## src/rtl/decoded_control.sv

```systemverilog
// Instruction decoder: latches register/predicate/immediate fields and per-opcode control strobes on DECODE edges.
// Optional sticky illegal-opcode trap for opcodes C-E is enabled by defining DECODER_ILLEGAL_TRAP_EN.
module decoded_control #(
    parameter int DATA_BITS = 8
) (
    input  logic                 clk,
    input  logic                 reset,
    input  logic [2:0]           core_state,
    input  logic [31:0]          instruction,
    output logic [7:0]           decoded_rd_address,
    output logic [7:0]           decoded_rs_address,
    output logic [7:0]           decoded_rt_address,
    output logic [1:0]           decoded_predicate_address,
    output logic [DATA_BITS-1:0] decoded_immediate,
    output logic [2:0]           decoded_nzp,
    output logic                 decoded_reg_write_enable,
    output logic                 decoded_predicate_write_enable,
    output logic                 decoded_nzp_write_enable,
    output logic [1:0]           decoded_reg_input_mux,
    output logic                 decoded_predicate_on,
    output logic                 decoded_always_execute,
    output logic                 decoded_mem_read_enable,
    output logic                 decoded_mem_write_enable,
    output logic                 decoded_tensor_enable,
    output logic [1:0]           decoded_alu_arithmetic_mux,
    output logic                 decoded_alu_output_mux,
    output logic                 decoded_pc_mux,
    output logic                 decoded_ret,
    output logic                 decoded_illegal
);

    localparam logic [2:0] STATE_DECODE = 3'b010;

    logic [3:0] opcode;
    logic       rd_writable;
    logic       decode_edge;
    logic       illegal_op;

    logic       nx_reg_write_enable;
    logic       nx_predicate_write_enable;
    logic       nx_nzp_write_enable;
    logic [1:0] nx_reg_input_mux;
    logic       nx_mem_read_enable;
    logic       nx_mem_write_enable;
    logic       nx_tensor_enable;
    logic [1:0] nx_alu_arithmetic_mux;
    logic       nx_alu_output_mux;
    logic       nx_pc_mux;
    logic       nx_ret;

    assign opcode      = instruction[31:28];
    // Registers 13-255 are unused or read-only, so writes to them are suppressed.
    assign rd_writable = (instruction[23:16] < 8'd13);
    assign decode_edge = (core_state == STATE_DECODE);
    assign illegal_op  = (opcode >= 4'hC) && (opcode <= 4'hE);

    always_comb begin
        nx_reg_write_enable       = 1'b0;
        nx_predicate_write_enable = 1'b0;
        nx_nzp_write_enable       = 1'b0;
        nx_reg_input_mux          = 2'b00;
        nx_mem_read_enable        = 1'b0;
        nx_mem_write_enable       = 1'b0;
        nx_tensor_enable          = 1'b0;
        nx_alu_arithmetic_mux     = 2'b00;
        nx_alu_output_mux         = 1'b0;
        nx_pc_mux                 = 1'b0;
        nx_ret                    = 1'b0;
        case (opcode)
            4'h1: nx_pc_mux = 1'b1;
            4'h2: begin
                nx_alu_output_mux   = 1'b1;
                nx_nzp_write_enable = 1'b1;
            end
            4'h3, 4'h4, 4'h5, 4'h6: begin
                nx_reg_write_enable   = 1'b1;
                nx_alu_arithmetic_mux = 2'(opcode - 4'h3);
            end
            4'h7: begin
                nx_reg_write_enable = 1'b1;
                nx_mem_read_enable  = 1'b1;
                nx_reg_input_mux    = 2'b01;
            end
            4'h8: nx_mem_write_enable = 1'b1;
            4'h9: begin
                nx_reg_write_enable = 1'b1;
                nx_reg_input_mux    = 2'b10;
            end
            4'hA: begin
                nx_alu_output_mux         = 1'b1;
                nx_predicate_write_enable = 1'b1;
            end
            4'hB: begin
                nx_tensor_enable    = 1'b1;
                nx_reg_write_enable = 1'b1;
                nx_reg_input_mux    = 2'b11;
            end
            4'hF: nx_ret = 1'b1;
            default: ;
        endcase
        if (!rd_writable) begin
            nx_reg_write_enable = 1'b0;
        end
    end

    always_ff @(posedge clk) begin
        if (reset) begin
            decoded_rd_address             <= '0;
            decoded_rs_address             <= '0;
            decoded_rt_address             <= '0;
            decoded_predicate_address      <= '0;
            decoded_immediate              <= '0;
            decoded_nzp                    <= '0;
            decoded_reg_write_enable       <= 1'b0;
            decoded_predicate_write_enable <= 1'b0;
            decoded_nzp_write_enable       <= 1'b0;
            decoded_reg_input_mux          <= '0;
            decoded_predicate_on           <= 1'b0;
            decoded_always_execute         <= 1'b0;
            decoded_mem_read_enable        <= 1'b0;
            decoded_mem_write_enable       <= 1'b0;
            decoded_tensor_enable          <= 1'b0;
            decoded_alu_arithmetic_mux     <= '0;
            decoded_alu_output_mux         <= 1'b0;
            decoded_pc_mux                 <= 1'b0;
            decoded_ret                    <= 1'b0;
        end else if (decode_edge) begin
            decoded_rd_address             <= instruction[23:16];
            decoded_rs_address             <= instruction[15:8];
            decoded_rt_address             <= instruction[7:0];
            decoded_predicate_address      <= instruction[26:25];
            decoded_immediate              <= instruction[DATA_BITS-1:0];
            decoded_nzp                    <= instruction[23:21];
            decoded_reg_write_enable       <= nx_reg_write_enable;
            decoded_predicate_write_enable <= nx_predicate_write_enable;
            decoded_nzp_write_enable       <= nx_nzp_write_enable;
            decoded_reg_input_mux          <= nx_reg_input_mux;
            decoded_predicate_on           <= instruction[27];
            decoded_always_execute         <= instruction[27] & instruction[24];
            decoded_mem_read_enable        <= nx_mem_read_enable;
            decoded_mem_write_enable       <= nx_mem_write_enable;
            decoded_tensor_enable          <= nx_tensor_enable;
            decoded_alu_arithmetic_mux     <= nx_alu_arithmetic_mux;
            decoded_alu_output_mux         <= nx_alu_output_mux;
            decoded_pc_mux                 <= nx_pc_mux;
            decoded_ret                    <= nx_ret;
        end
    end

`ifdef DECODER_ILLEGAL_TRAP_EN
    logic illegal_q;

    // Sticky until reset so software can inspect the fault after the offending instruction retires.
    always_ff @(posedge clk) begin
        if (reset) begin
            illegal_q <= 1'b0;
        end else if (decode_edge && illegal_op) begin
            illegal_q <= 1'b1;
        end
    end

    assign decoded_illegal = illegal_q;
`else
    logic unused_illegal_op;
    assign unused_illegal_op = illegal_op;
    assign decoded_illegal   = 1'b0;
`endif

endmodule

```

## config.mk

```make
export PLATFORM = sky130hd
export DESIGN_NAME = decoded_control
export DESIGN_NICKNAME = d
export VERILOG_FILES = /design/src/rtl/decoded_control.sv
export SDC_FILE = /design/constraint.sdc
export NUM_CORES = 1
export LEC_CHECK = 0
export CAP_MARGIN = 20
export CORE_MARGIN = 3
export CORE_UTILIZATION = 39
export CTS_CLUSTER_DIAMETER = 150
export DETAILED_ROUTE_END_ITERATION = 12
export PLACE_DENSITY_LB_ADDON = 0.12
export SLEW_MARGIN = 20
export SYNTH_ARGS = -nofsm -noshare
export SYNTH_HDL_FRONTEND = slang
export SYNTH_SLANG_ARGS = --single-unit
```

## constraint.sdc

```tcl
create_clock -name clk -period 1.65 [get_ports clk]
set_clock_uncertainty 0.15 [all_clocks]
set_input_delay 0.33 -clock clk [delete_from_list [all_inputs] [get_ports clk]]
set_output_delay 0.33 -clock clk [all_outputs]
set_load 0.02 [all_outputs]
```

**After elaboration in Yosys (flattened, before gate mapping)**

Cells that the tools add are included.

- Output and inout port bits: 53
- Logic and storage cells: 49
- Bits in registers: 44
- Bits of input ports: 37

- Reduce and logical (&&, ||, !) cells: 3
- Add/subtract/negate cells: 1
- Equal/unequal tests: 13
- Mux-type cells: 12
- Bitwise logic cells: 1
- $lt $le $gt $ge: 1

Operators with widths:

| kind | count |
|---|---|
| $eq A4 B4 Y1 const B | 5 |
| $eq A4 B3 Y1 const B | 4 |
| $mux W1 | 10 |
| $eq A4 B2 Y1 const B | 2 |
| $lt A8 B4 Y1 const B | 1 |
| $reduce_or A7 Y1 | 1 |
| $pmux W2 S3 | 1 |
| $eq A4 B1 Y1 const B | 1 |
| $reduce_or A4 Y1 | 1 |
| $eq A3 B2 Y1 const B | 1 |
| $mux W2 | 1 |
| $reduce_or A2 Y1 | 1 |
| $sub A2 B2 Y2 const B | 1 |
| $and A1 B1 Y1 | 1 |

**Depth between registers and ports, before layout**

Gate-level depths: netlist (run 1).

- Word-level depth: 4
- Depth in mapped cells: 6

**Worst setup path after synthesis (run 1)**

OpenSTA, ideal clock, no wires.

- Path kind: input to register
- Start point: in core_state[0]
- End point: reg decoded_mem_read_enable
- Setup time: 126 ps
- Buffers on the path: 2
- Stages: 5
- Arrival: 1132 ps
- Setup slack: 243 ps
- Required time: 1374 ps
- Cells stage by stage: or3b_1 buf_2 buf_6 a21oi_2 nor2_2

- Cells in the longest elaborated chain, start to end: 1

Ends and longest elaborated chain:

| item | line | RTL |
|---|---|---|
| from (decl) | 8 | `input logic [2:0] core_state,` |
| $eq A3 B2 Y1 | 54 | `assign decode_edge = (core_state == STATE_DECODE);` |
| to (signal assigned) | 140 | `decoded_mem_read_enable <= nx_mem_read_enable;` |
| to (decl) | 22 | `output logic decoded_mem_read_enable,` |

Every way passes these cells.
A chain may end at the register's enable or synchronous reset.

**Worst setup path after layout (run 1)**

- Start point: in core_state[1]
- End point: reg decoded_mem_read_enable

The elaborated chain is that of the path after synthesis.

==> results of run 1 <==
==> timing repair <==
action                     in CTS  in global routing
gates resized for setup        54                  5
setup endpoints to repair      55                  5
pin swaps                       1                  2
hold endpoints to repair        0                  0
==> final cells by class <==
cell class	instances	area, um2	share of cell area
Multi-Input combinational cell	143	726.9	0.2719
Tap cell	50	62.56	0.02340
Inverter	2	7.507	0.002808
Sequential cell	41	820.8	0.3070
Clock buffer	7	86.33	0.03229
Timing Repair Buffer	105	969.7	0.3627
==> registers in the layout, indices dropped and copies added, names as in the netlist <==
name and count:
decoded_predicate_write_enable 1, decoded_predicate_on 1, decoded_reg_input_mux 2, decoded_mem_write_enable 1, decoded_rs_address 8, decoded_reg_write_enable 1
decoded_alu_output_mux 1, decoded_rd_address 8, decoded_nzp_write_enable 1, decoded_tensor_enable 1, decoded_ret 1, decoded_pc_mux 1
decoded_mem_read_enable 1, decoded_predicate_address 2, decoded_always_execute 1, decoded_immediate 8, decoded_alu_arithmetic_mux 2
==> cell usage in the layout (no fill, tap or decap) <==
master / synthesis / layout
nand2_1: 68 / 68
dlygate4sd2_1: 0 / 53
dfxtp_1: 41 / 41
a21oi_1: 39 / 39
clkdlybuf4s50_1: 0 / 34
buf_4: 13 / 15
nand3_1: 8 / 8
clkbuf_8: 0 / 6
ha_1: 4 / 4
nor2_1: 4 / 3
inv_1: 2 / 2
nor3_2: 1 / 2
nor2b_1: 2 / 2
o211ai_1: 2 / 2
nand4_1: 2 / 2
nor2_2: 1 / 2
buf_12: 0 / 2
nor3b_4: 0 / 1
or3b_4: 0 / 1
nor3_1: 2 / 1
nor4_1: 1 / 1
o21bai_1: 1 / 1
a21oi_2: 1 / 1
a211oi_2: 0 / 1
nand3b_1: 1 / 1
xor2_1: 1 / 1
a22oi_2: 0 / 1
conb_1: 1 / 1
clkbuf_1: 5 / 1
dlymetal6s2s_1: 0 / 1
==> worst paths after layout <==
| path | startpoint | endpoint | slack (ns) |
|---|---|---|---|
| setup / recovery | core_state[1] | decoded_mem_read_enable$_SDFFE_PP0N_ | 0.05 |
| hold / removal | decoded_rs_address[6]$_SDFFE_PP0N_ | decoded_rs_address[6]$_SDFFE_PP0N_ | 0.30 |
| setup reg to reg | decoded_alu_arithmetic_mux[0]$_SDFFE_PP0N_ | decoded_alu_arithmetic_mux[0]$_SDFFE_PP0N_ | 0.86 |
| hold reg to reg | decoded_rs_address[6]$_SDFFE_PP0N_ | decoded_rs_address[6]$_SDFFE_PP0N_ | 0.30 |
==> tightest hold or removal path: cells and delay by family, from the launching register on <==
family | cells | cell delay, ns
AOI/OAI and AO/OA | 1 | 0.05
DFF | 1 | 0.31
and+or+nand+nor | 1 | 0.05
==> cell usage after synthesis <==
library cell / number / share of area
buf_6: 1 / 0.0066
xor2_1: 1 / 0.0052
o21bai_1: 1 / 0.0044
buf_1: 1 / 0.0022
a22oi_1: 1 / 0.0044
nor3_1: 2 / 0.0059
a21oi_1: 39 / 0.11
a21oi_2: 1 / 0.0052
nor2b_1: 2 / 0.0074
clkbuf_1: 5 / 0.011
nand3_1: 8 / 0.024
buf_4: 13 / 0.057
nor4_1: 1 / 0.0037
conb_1: 1 / 0.0022
nand4_1: 2 / 0.0074
nand3b_1: 1 / 0.0044
nand2_1: 68 / 0.15
ha_1: 4 / 0.029
buf_2: 8 / 0.024
a211oi_1: 1 / 0.0044
nor2_1: 4 / 0.0088
nor3b_2: 1 / 0.0074
nor3_2: 1 / 0.0059
nor2_2: 1 / 0.0037
o211ai_1: 2 / 0.0088
or3b_1: 1 / 0.0052
dfxtp_1: 41 / 0.48
inv_1: 2 / 0.0044
==> power by group through the flow <==
stage | clock network, mW | registers [mW] | logic, mW
after floorplan | 0 | 1.08 | 0.122
final | 0.655 | 1.03 | 0.321
after global routing | 0.712 | 1.03 | 0.348
after CTS | 0.676 | 1.03 | 0.321
after detailed placement | 0 | 1.05 | 0.342
after global placement | 0 | 1.05 | 0.339
==> kinds of logic (layout without fill, tap and decap cells) <==
logic type | Yosys count | count (layout) | share of synthesized area
fa+ha+maj | 4 | 4 | 0.02943
buf+inv | 30 | 114 | 0.1052
simple gates | 92 | 92 | 0.2333
compound gates | 45 | 45 | 0.1420
xor+xnor | 1 | 1 | 0.005152
flops | 41 | 41 | 0.4827
other cells | 1 | 1 | 0.002205
==> stage by stage <==
| step | setup WS [ns] | total power, mW | cell area, um2 | TNS, ns | utilization |
|---|---|---|---|---|---|
| 3_3_place_gp | -0.3306 | 1.388 | 2631 | -8.583 | 0.6394 |
| 6_report | 0.04692 | 2.001 | 2674 | 0 | 0.6497 |
| 5_1_grt | -0.01139 | 2.090 | 2674 | -0.01820 | 0.6497 |
| 3_5_place_dp | -0.4121 | 1.392 | 2631 | -9.499 | 0.6394 |
| 4_1_cts | 0.007859 | 2.024 | 2656 | 0 | 0.6455 |
| 2_1_floorplan | 0.2427 | 1.202 | 1700 | 0 | - |
==> metal layers <==
layer  vias to the layer above  global-route usage
met2                        53              0.2969
met5                         -                   0
met4                         0             0.04384
li1                        854                   -
met3                         5             0.05679
met1                       739              0.1933
==> summary.txt, run 1 <==
Routing
  • Top sig layer: met4
  • ANT nets after route: 0
  • TritonRoute pass-1 iters: 4
  • Drt drc: 0
  • WL met1: 1914 um
  • Routed wl met3: 298 um
  • DR WL/cell: 12.52 um
  • Iter 0 DRT Violations: 46
  • Met2 wire length: roughly 2100 um
  • Final wirelength: 4357 um
  • DR vias: 1651
  • Drt via density: ~4.7

Synth
  • Sequential-to-total area share from yosys stat: 0.4827
  • Mapped Nets: 255
  • Netlist cell types: 28
  • Synth Warn #: 0
  • Gate Count Post-Synth: 214
  • Syn Std Cell Area: 0.001700 mm2
  • Synthesis-stage register bit count: 41
  • Average size of a mapped cell: 7.946 um2

CTS
  • CTS max path bufs: 2
  • # hold bufs at CTS: 0
  • Post-CTS setup buffer count: 0
  • Num CTS Buffers: 5
  • CTS tree: built
  • Worst-path clk slew: 0.07 ns
  • H-tree levels: 2
  • Clock sink count: 41
  • CTS root buffer: clkbuf_8
  • Clock Latency Late Sink: 0.29 ns

Setup path
  • Crit Path Max Fanout: 18
  • WP data required: 1.73 ns
  • Crit-path cells: clkdlybuf4s50_1, or3b_4, buf_12, nor3_2, a21oi_2, nor2_2
  • CP arrival: 1.68 ns
  • CP endpoint kind: flip-flop
  • Worst path max stage delay: 0.48 ns
  • WP buf/inv: 2
  • Worst setup SP type: input pin
  • Top delay family on crit path: simple AND/OR/NAND/NOR gates
  • Reg2reg path depth: 2
  • Crit Path Category: input pin to flip-flop
  • Crit-path slowest cell: clkdlybuf4s50_1
  • Stages on worst setup path: 6

Outcome
  • Run status: completed

Timing
  • Final worst-path cycle share: 0.9716
  • Count of final hold-check violations: 0
  • Worst hold margin: roughly 0.30 ns
  • Fin. max-slew vios: 0
  • Post-route minimum period: 1.603 ns
  • Setup Viol. Count Final: 0
  • Fmax: roughly 0.62 GHz
  • RSZ-0062 raised after global routing: true

Floorplanning
  • Die Y: 72.03 um
  • Die W: 72.03 um
  • # IOs: 90
  • Starting Density: 0.4132
  • Die Area: 0.005188 mm2
  • Core area: 0.004115 mm2
  • # rows: 23

Pwr
  • Leak pwr: 1.231 nW
  • Clk pwr share: 0.327
  • Sw Share: 0.2456
  • Gate power share: 0.160
  • Peak supply drop: around 0.4 mV
  • P_int: 1.510 mW
  • PD cells: 748.4 mW/mm2
  • Sequential share of power: 0.513
  • Psw: 0.4916 mW

Global routing
  • Vias in the first global route: 1576
  • First-pass GRT wire length: 6969 um
  • GRT Util Overall: 0.1678
  • Largest net degree at the start of global routing: 42
  • Number of antenna violations at the first check in global routing: 0
  • Grt total ovfl: 0

Cells and area
  • Final #Nets: ~340
  • Layout cells sized above 1: 0.1074
  • Antenna Cells: 0
  • Fill cell total of the finished layout: about 420
  • Cell Count, Final, Fillers Out: 348
  • Syn-to-layout area delta: 57.25%

Placement
  • RD Place Congestion: 0.7457
  • Number of port buffers: 88
  • Dpl cells: ~340
  • DP HPWL: 3241 um

Flow run
  • Total of max-cap violations: 0

Worst hold path
  • Hold/Removal Path Class: flip-flop to flip-flop
  • Hold path cells: 2
No activity file was read; power rests on OpenSTA's default activity.
==> inputs of run 2 (changes only) <==
SETUP_SLACK_MARGIN = 0.1   (was not set)
==> run 2 against run 1 <==
  * First-iteration DRC count grew 6.5%
  * Highest routed layer unchanged
  * Via count grew 1.9%
  * Final cell count grew 0.57%
  * Largest cell class unchanged
  * Die area is the same
  * Sequential cell count is the same
==> summary.txt, run 2 (synthesis gave the netlist of run 1 again) <==
Outcome
  • Run status: completed

Cells and area
  • Area occupied by multi-input gates: 725.7 um2
  • Fill cell total of the finished layout: 402
  • Antenna Cells: 0
  • Final #Nets: 341
  • Syn-to-layout area delta: 60.63%
  • Commonest non-fill, non-tap cell in the layout: nand2_1
  • Top flop regs: decoded_immediate x8, decoded_rd_address x8, decoded_rs_address x8
  • Layout cells sized above 1: 0.1067
  • Cell Count, Final, Fillers Out: 350
  • Register Area: just over 800 um2
  • Commonest cells after routing, fill and taps aside: 68 x nand2_1, 57 x dlygate4sd2_1, 41 x dfxtp_1
  • Fin area: 0.002731 mm2

Floorplanning
  • Die Area: approximately 0.0052 mm2
  • Core area: ~0.0041 mm2
  • # rows: 23
  • Die W: 72.03 um
  • Starting Density: 0.4132
  • Die Y: 72.03 um
  • # IOs: 90

Timing
  • Count of final hold-check violations: 0
  • Fin. max-slew vios: 0
  • Fmax: 0.6690 GHz
  • Setup TNS: 0 ns
  • RSZ-0062 raised after global routing: false
  • Setup Viol. Count Final: 0
  • Post-route minimum period: 1.495 ns
  • Final worst-path cycle share: 0.9059

Routing
  • Iter 0 DRT Violations: 49
  • DR vias: 1682
  • TritonRoute pass-1 iters: 5
  • Final wirelength: 4440 um
  • DR WL/cell: 12.69 um
  • Drt drc: 0
  • ANT nets after route: 0
  • Drt via density: 4.806

Global routing
  • Vias in the first global route: 1586
  • GRT Util Overall: 0.1714
  • Grt total ovfl: 0
  • Largest net degree at the start of global routing: 42
  • First-pass GRT wire length: approximately 7100 um
  • Number of antenna violations at the first check in global routing: 0

CTS
  • CTS root buffer: clkbuf_8
  • Num CTS Buffers: 5
  • H-tree levels: 2
  • Post-CTS setup buffer count: 0
  • CTS max path bufs: 2
  • Clock Latency Late Sink: around 0.29 ns
  • Worst-path clk slew: about 0.07 ns
  • # hold bufs at CTS: 0
  • CTS tree: built
  • Clock sink count: 41

Flow run
  • Total of max-cap violations: 0

Setup path
  • WP data required: around 1.7 ns
  • Worst setup SP type: input pin
  • CP endpoint kind: flip-flop
  • R2R Setup Slk: 0.84 ns
  • Crit Path Max Fanout: 2
  • Crit Path Category: input pin to flip-flop
  • CP arrival: 1.57 ns

Placement
  • RD Place Congestion: 0.7457
  • Number of port buffers: 88
  • DP HPWL: 3241 um
  • Dpl cells: approximately 340
  • DP Area: roughly 0.0026 mm2

Worst hold path
  • Hold/Removal Path Class: flip-flop to flip-flop

Pwr
  • Pwr Total: approximately 2.0 mW
  • PD cells: approximately 740 mW/mm2
  • Leak pwr: 1.279 nW
  • Peak supply drop: 0.4190 mV
==> run 2: cell type report <==
cell class / count / area share
Timing Repair Buffer: 107 / 0.3765
Sequential cell: 41 / 0.3005
Clock buffer: 7 / 0.03161
Tap cell: 50 / 0.02290
Inverter: 2 / 0.002749
Multi-Input combinational cell: 143 / 0.2657
==> run 2: per-stage QoR <==
step	worst slack [ns]	hold WS [ns]	utilization
after floorplan	0.2427	0.3160	-
after global placement	-0.3306	0.2906	0.6394
after detailed placement	-0.4121	0.2936	0.6394
after CTS	0.1341	0.3017	0.6631
after global routing	0.1167	0.3178	0.6637
final	0.1552	0.3001	0.6637
==> run 2: final timing paths <==
path / start / end / cells past startpoint
setup / recovery: instruction[23] / decoded_reg_write_enable$_SDFFE_PP0N_ / 5
hold / removal: decoded_rs_address[6]$_SDFFE_PP0N_ / decoded_rs_address[6]$_SDFFE_PP0N_ / 2
setup reg to reg: decoded_alu_arithmetic_mux[0]$_SDFFE_PP0N_ / decoded_alu_arithmetic_mux[0]$_SDFFE_PP0N_ / 2
hold reg to reg: decoded_rs_address[6]$_SDFFE_PP0N_ / decoded_rs_address[6]$_SDFFE_PP0N_ / 2
==> run 2: critical path, cell delays in order <==
cell	delay (ns)
clkdlybuf4s50_1	0.42
nor4_1	0.37
nand4_1	0.15
o21bai_1	0.18
a21oi_1	0.12
==> run 2: power by group <==
| group | total (mW) | internal (mW) | switching, mW | leakage, nW |
|---|---|---|---|---|
| Sequential | 1.03 | 1.01 | 0.0120 | 0.332 |
| Clock | 0.657 | 0.332 | 0.325 | 0.0443 |
| Combinational | 0.332 | 0.173 | 0.160 | 0.903 |
| Total | 2.01 | 1.52 | 0.496 | 1.28 |
==> run 2: what timing repair did <==
item                       4_1_cts  5_1_grt
gates cloned                     2        0
pin swaps                        4        0
setup endpoints to repair       82        1
gates resized for setup         63        1
==> run 2: metal layers <==
layer  vias to the layer above  global-route usage  wire length (um)
met3                         4             0.05679               311
li1                        861                   -                 -
met5                         -                   0                 0
met4                         0             0.04384                28
met2                        67              0.2990              2178
met1                       750              0.2021              1920
